File: src/rtl/pkt_buf.sv
// Store-and-forward packet buffer: accepts a tail-flagged byte stream and exposes
// only complete packets on a first-word-fall-through valid/ready read port.
module pkt_buf #(
  parameter int unsigned DEPTH   = 256,
  parameter int unsigned ADDR_W  = 8,
  parameter int unsigned MAX_LEN = 64
) (
  input  logic              i_clk,
  input  logic              i_rst,
  input  logic [8:0]        iv_data,
  input  logic              i_data_wr,
  output logic [7:0]        ov_data,
  output logic              o_data_valid,
  output logic              o_data_last,
  input  logic              i_data_ready,
  output logic              o_pkt_avail,
  output logic [ADDR_W:0]   ov_pkt_cnt,
  output logic              o_drop,
  output logic [15:0]       ov_drop_cnt
);

  localparam int unsigned LEN_W  = $clog2(MAX_LEN + 1);
  localparam int unsigned CNT_W  = ADDR_W + 1;
  localparam int unsigned WORD_W = 9;

  typedef enum logic {
    S_ACCEPT,
    S_DISCARD
  } wr_state_e;

  logic [WORD_W-1:0] mem_q [DEPTH];

  wr_state_e         state_q,   state_d;
  logic [ADDR_W-1:0] wr_ptr_q,  wr_ptr_d;
  logic [ADDR_W-1:0] cm_ptr_q,  cm_ptr_d;
  logic [ADDR_W-1:0] rd_ptr_q,  rd_ptr_d;
  logic [LEN_W-1:0]  len_q,     len_d;
  logic [CNT_W-1:0]  pkt_cnt_q, pkt_cnt_d;
  logic [15:0]       drop_cnt_q, drop_cnt_d;
  logic              drop_q,    drop_d;
  logic              avail_q,   avail_d;
  logic              valid_q,   valid_d;
  logic [WORD_W-1:0] data_q;

  logic              mem_we_c;
  logic              commit_c;
  logic              full_c;
  logic              pop_c;
  logic              fetch_c;
  logic              tail_c;

  // Write FSM, commit/drop bookkeeping and read-side fetch control.
  always_comb begin
    state_d    = state_q;
    wr_ptr_d   = wr_ptr_q;
    cm_ptr_d   = cm_ptr_q;
    rd_ptr_d   = rd_ptr_q;
    len_d      = len_q;
    pkt_cnt_d  = pkt_cnt_q;
    drop_cnt_d = drop_cnt_q;
    drop_d     = 1'b0;
    valid_d    = valid_q;
    mem_we_c   = 1'b0;
    commit_c   = 1'b0;
    tail_c     = iv_data[8];
    // One slot stays free so wr_ptr never catches rd_ptr from behind.
    full_c     = ((wr_ptr_q + ADDR_W'(1)) == rd_ptr_q);

    unique case (state_q)
      S_ACCEPT: begin
        if (i_data_wr) begin
          if (full_c || (len_q == LEN_W'(MAX_LEN))) begin
            // Rewind the speculative pointer; the whole packet disappears.
            wr_ptr_d = cm_ptr_q;
            len_d    = '0;
            drop_d   = 1'b1;
            if (drop_cnt_q != 16'hFFFF) begin
              drop_cnt_d = drop_cnt_q + 16'd1;
            end
            state_d = tail_c ? S_ACCEPT : S_DISCARD;
          end else begin
            mem_we_c = 1'b1;
            wr_ptr_d = wr_ptr_q + ADDR_W'(1);
            if (tail_c) begin
              cm_ptr_d = wr_ptr_q + ADDR_W'(1);
              commit_c = 1'b1;
              len_d    = '0;
            end else begin
              len_d = len_q + LEN_W'(1);
            end
          end
        end
      end
      S_DISCARD: begin
        len_d = '0;
        if (i_data_wr && tail_c) begin
          state_d = S_ACCEPT;
        end
      end
      default: state_d = S_ACCEPT;
    endcase

    // Output register refills whenever it is empty or being consumed.
    pop_c   = valid_q && i_data_ready;
    fetch_c = (rd_ptr_q != cm_ptr_q) && (!valid_q || i_data_ready);
    if (fetch_c) begin
      rd_ptr_d = rd_ptr_q + ADDR_W'(1);
      valid_d  = 1'b1;
    end else if (pop_c) begin
      valid_d = 1'b0;
    end

    unique case ({commit_c, pop_c && data_q[8]})
      2'b10:   pkt_cnt_d = pkt_cnt_q + CNT_W'(1);
      2'b01:   pkt_cnt_d = pkt_cnt_q - CNT_W'(1);
      default: pkt_cnt_d = pkt_cnt_q;
    endcase
    avail_d = (pkt_cnt_d != '0);
  end

  always_ff @(posedge i_clk or posedge i_rst) begin
    if (i_rst) begin
      state_q    <= S_ACCEPT;
      wr_ptr_q   <= '0;
      cm_ptr_q   <= '0;
      rd_ptr_q   <= '0;
      len_q      <= '0;
      pkt_cnt_q  <= '0;
      drop_cnt_q <= '0;
      drop_q     <= 1'b0;
      avail_q    <= 1'b0;
      valid_q    <= 1'b0;
    end else begin
      state_q    <= state_d;
      wr_ptr_q   <= wr_ptr_d;
      cm_ptr_q   <= cm_ptr_d;
      rd_ptr_q   <= rd_ptr_d;
      len_q      <= len_d;
      pkt_cnt_q  <= pkt_cnt_d;
      drop_cnt_q <= drop_cnt_d;
      drop_q     <= drop_d;
      avail_q    <= avail_d;
      valid_q    <= valid_d;
    end
  end

  // Buffer storage; bit 8 carries the tail flag.
  always_ff @(posedge i_clk) begin
    if (mem_we_c) begin
      mem_q[wr_ptr_q] <= iv_data;
    end
  end

  // Synchronous read straight into the output register.
  always_ff @(posedge i_clk or posedge i_rst) begin
    if (i_rst) begin
      data_q <= '0;
    end else if (fetch_c) begin
      data_q <= mem_q[rd_ptr_q];
    end
  end

  assign ov_data      = data_q[7:0];
  assign o_data_last  = data_q[8];
  assign o_data_valid = valid_q;
  assign o_pkt_avail  = avail_q;
  assign ov_pkt_cnt   = pkt_cnt_q;
  assign o_drop       = drop_q;
  assign ov_drop_cnt  = drop_cnt_q;

endmodule

File: config.mk
export PLATFORM = sky130hd
export DESIGN_NAME = pkt_buf
export DESIGN_NICKNAME = d
export VERILOG_FILES = /design/src/rtl/pkt_buf.sv
export SDC_FILE = /design/constraint.sdc
export NUM_CORES = 2
export LEC_CHECK = 0
export CAP_MARGIN = 40
export CORE_MARGIN = 4
export CORE_UTILIZATION = 52
export DETAILED_ROUTE_END_ITERATION = 16
export PLACE_DENSITY_LB_ADDON = 0.05
export REMOVE_ABC_BUFFERS = 1
export SYNTH_ARGS = -nofsm -noshare
export SYNTH_HDL_FRONTEND = slang
export SYNTH_SLANG_ARGS = --single-unit
File: constraint.sdc
create_clock -name i_clk -period 5.2 [get_ports i_clk]
set_clock_uncertainty 0.2 [all_clocks]
set_input_delay 1.04 -clock i_clk [delete_from_list [all_inputs] [get_ports i_clk]]
set_output_delay 1.04 -clock i_clk [all_outputs]
set_load 0.01 [all_outputs]
==> results.toml <==
[logic_synthesis]
synthCells = 4615
synthTopCellsByArea = "edfxtp_1 74%, mux4_2 13%, mux2i_1 2.3%"
syn_area_sq_um = 93700
synth_commonest_cells = "2304 x edfxtp_1, 536 x mux4_2, 325 x nor2_1"
ys_seq_area_frac = 0.757
synth_area_leader_cell = "edfxtp_1"
yosysWarnings = 0
synth_ff_type = "edfxtp_1"
postSynthAreaPerCell_sq_um = 20.3
synth_most_common_cell = "edfxtp_1"
async_flop_share = 0.0291
ys_ff_latch = 2373
synth_top_area_frac = 0.739
synth-edff-count = 2304
synthDistinctLibCells = 79

[timing]
setup_viol = 0
finalCriticalPeriod_ps = 4870
max_slew_margin = 0.352
min_period_over_period = 0.937
drv_slew = 0
worstMarginPinSlew_ps = 973
fin_ws_ps = 326
fmax_mhz = 205
finalHoldViolCount = 0

[critical_path]
worstPathRequired_ps = 5740
cp.arrival_ps = 5410
cp_max_fo = 9
crit_type = "reg2reg"
worstSetupStartpointType = "flip-flop"
cp-end-kind = "flip-flop"

[worst_hold_path]
worst_hold_path_type = "in2reg"

[power_and_ir_drop]
vdd_drop_max_mv = 0.376
p_sw_frac = 0.320
leakage_nw = 34.4
netSwitchingPower_w = 0.0176
p_clk_frac = 0.302
power.density_nw_per_um2 = 516
seqPwrFrac = 0.395
p_int_w = 0.0374
p_comb_frac = 0.303

[drt]
drc = 0
routed_wl_mm = 257
vias = 48018
dr.pass1.iters = 6
wire_per_inst_um = 34.0
drt_iter0_drc = 5979
via_per_inst = 6.34
ant_nets = 0

[global_route]
grt_max_degree = 164
grt_use_met3 = 0.0611
grt_pass1_vias = 47556
met2_usage = 0.424
grtUsageTotal = 0.278
grt_antenna_before_repair = 10
grt-ovfl-total = 0
grt_pass1_wl_mm = 366
use_met1 = 0.408
grt-busiest-layer = "met2"

[floorplan]
die_x_um = 432
rows = 155
dieArea_sq_um = 187000
core_area_sq_um = 179000
die_y_um = 432
start_util = 0.524
io_pins = 50

[clock_tree]
cts.clk_slew.worst_paths_ps = 60
cts_hold_buffers = 0
htree_levels = 4
cts_setup_buffers = 0
post_cts_resized = 0
cts_tree = "yes"
cts-root-buf = "clkbuf_16"
clock-sinks = 2373
numCtsBuffers = 236
clock_path_buffers = 3
clk_latency_ps = 880

[placement]
gp_congestion = 0.911
portBuffers = 49
hpwl_mm = 165
place_ws_ps = 213
placed_area_sq_um = 98900

[finish]
stdcell_area_sq_um = 106000
nets = 5039
drive_gt1_frac = 0.251
layout-area-overhead-vs-synth_pct = 13.7

[status]
status = "complete, no violations"

[job]
maxCapViolCount = 0
==> stage by stage <==
step,util,hold slack (ps),total power (W),cells,setup TNS (ps)
5_1_grt,0.595,177,0.0568,7568,-5.58
3_3_place_gp,0.545,281,0.0387,6950,0
6_report,0.596,212,0.0549,7572,0
3_5_place_dp,0.553,285,0.0388,7125,0
2_1_floorplan,-,297,0.0303,4340,-
4_1_cts,0.595,156,0.0553,7560,0
==> cells by family (layout without fill, tap and decap cells) <==
kind of cell               count (synthesis)  after routing  share of synthesized area
DFF                                     2373           2373                      0.757
xor gates and xnor gates                  48             48                    0.00449
AOI/OAI and AO/OA                        411            411                     0.0311
muxes                                    774            774                      0.155
and+or+nand+nor                          700            700                     0.0328
adders and majority gates                 11             11                    0.00147
buffers and inverters                    298            895                     0.0185
other                                      0              5                          0
==> layout make-up <==
type                    instances  area (sq um)
diodes                          5          12.5
clock buffers                 306          6280
clock inverters               129          1190
fillers                     12967         72300
inverters                      23          92.6
multi-input cells            1944         21100
flip-flops and latches       2373         70900
well taps                    2355          2950
repair buffers                437          3910
==> metal layers <==
metal / wire (um) / part of all wire
met1: 107000 / 0.41
met2: 120000 / 0.47
met3: 22800 / 0.088
met4: 8120 / 0.032
met5: 41 / 0.00016
==> flip-flops by register name, indices dropped and copies added, names as in the netlist <==
signal        count
wr_ptr_q          8
o_drop            1
mem_q          2304
rd_ptr_q          8
o_data_valid      1
state_q           1
ov_pkt_cnt        9
cm_ptr_q          8
ov_drop_cnt      16
len_q             7
data_q            9
o_pkt_avail       1
==> worst paths after layout <==
kind                                    start              to  slack (ps)  cells after the start
worst min register to register  ov_pkt_cnt[8]   ov_pkt_cnt[8]         290                      1
worst max-delay path              wr_ptr_q[1]     o_pkt_avail         330                     17
worst min-delay path               iv_data[3]   mem_q[126][3]         210                      1
min in group asynchronous               i_rst  ov_drop_cnt[4]         220                      2
worst max register to register    wr_ptr_q[1]     o_pkt_avail         330                     17
max in group asynchronous               i_rst     rd_ptr_q[1]        3650                      4
==> cells in the final DEF, fill, tap and decap left out, drive strengths merged, types with 39 or more instances in the layout <==
cell type / synthesis / final
a21oi: 75 / 75
a221oi: 40 / 40
a22oi: 46 / 46
buf: 204 / 388
clkbuf: 71 / 315
clkdlybuf4s50: 0 / 40
clkinv: 1 / 101
dfrtp: 69 / 69
edfxtp: 2304 / 2304
mux2i: 218 / 218
mux4: 536 / 536
nand2: 184 / 184
nand3: 39 / 39
nor2: 325 / 325
o21ai: 58 / 58
xnor2: 41 / 41
==> worst max-delay path, stage by stage, from the launching register on <==
cell and delay (ps):
dfrtp_1 410, ha_1 270, and3_1 280, a211oi_1 250, a211oi_1 90, o2111ai_2 260
o21ai_2 100, or3_1 390, buf_4 210, ha_1 290, buf_4 200, o21a_1 110
o21ai_2 200, nand2_2 90, a2111oi_4 310, xnor2_1 120, or4_1 550, or4_1 400
==> power groups by stage <==
| stage | Sequential (W) | Clock (W) | Combinational (W) |
|---|---|---|---|
| final | 0.0217 | 0.0166 | 0.0167 |
| after global routing | 0.0217 | 0.0177 | 0.0174 |
| after CTS | 0.0217 | 0.0169 | 0.0167 |
| after detailed placement | 0.0221 | 0 | 0.0167 |
| after global placement | 0.0221 | 0 | 0.0166 |
| after floorplan | 0.0228 | 0 | 0.00749 |
Note: power is estimated with default switching activity, not from simulation.
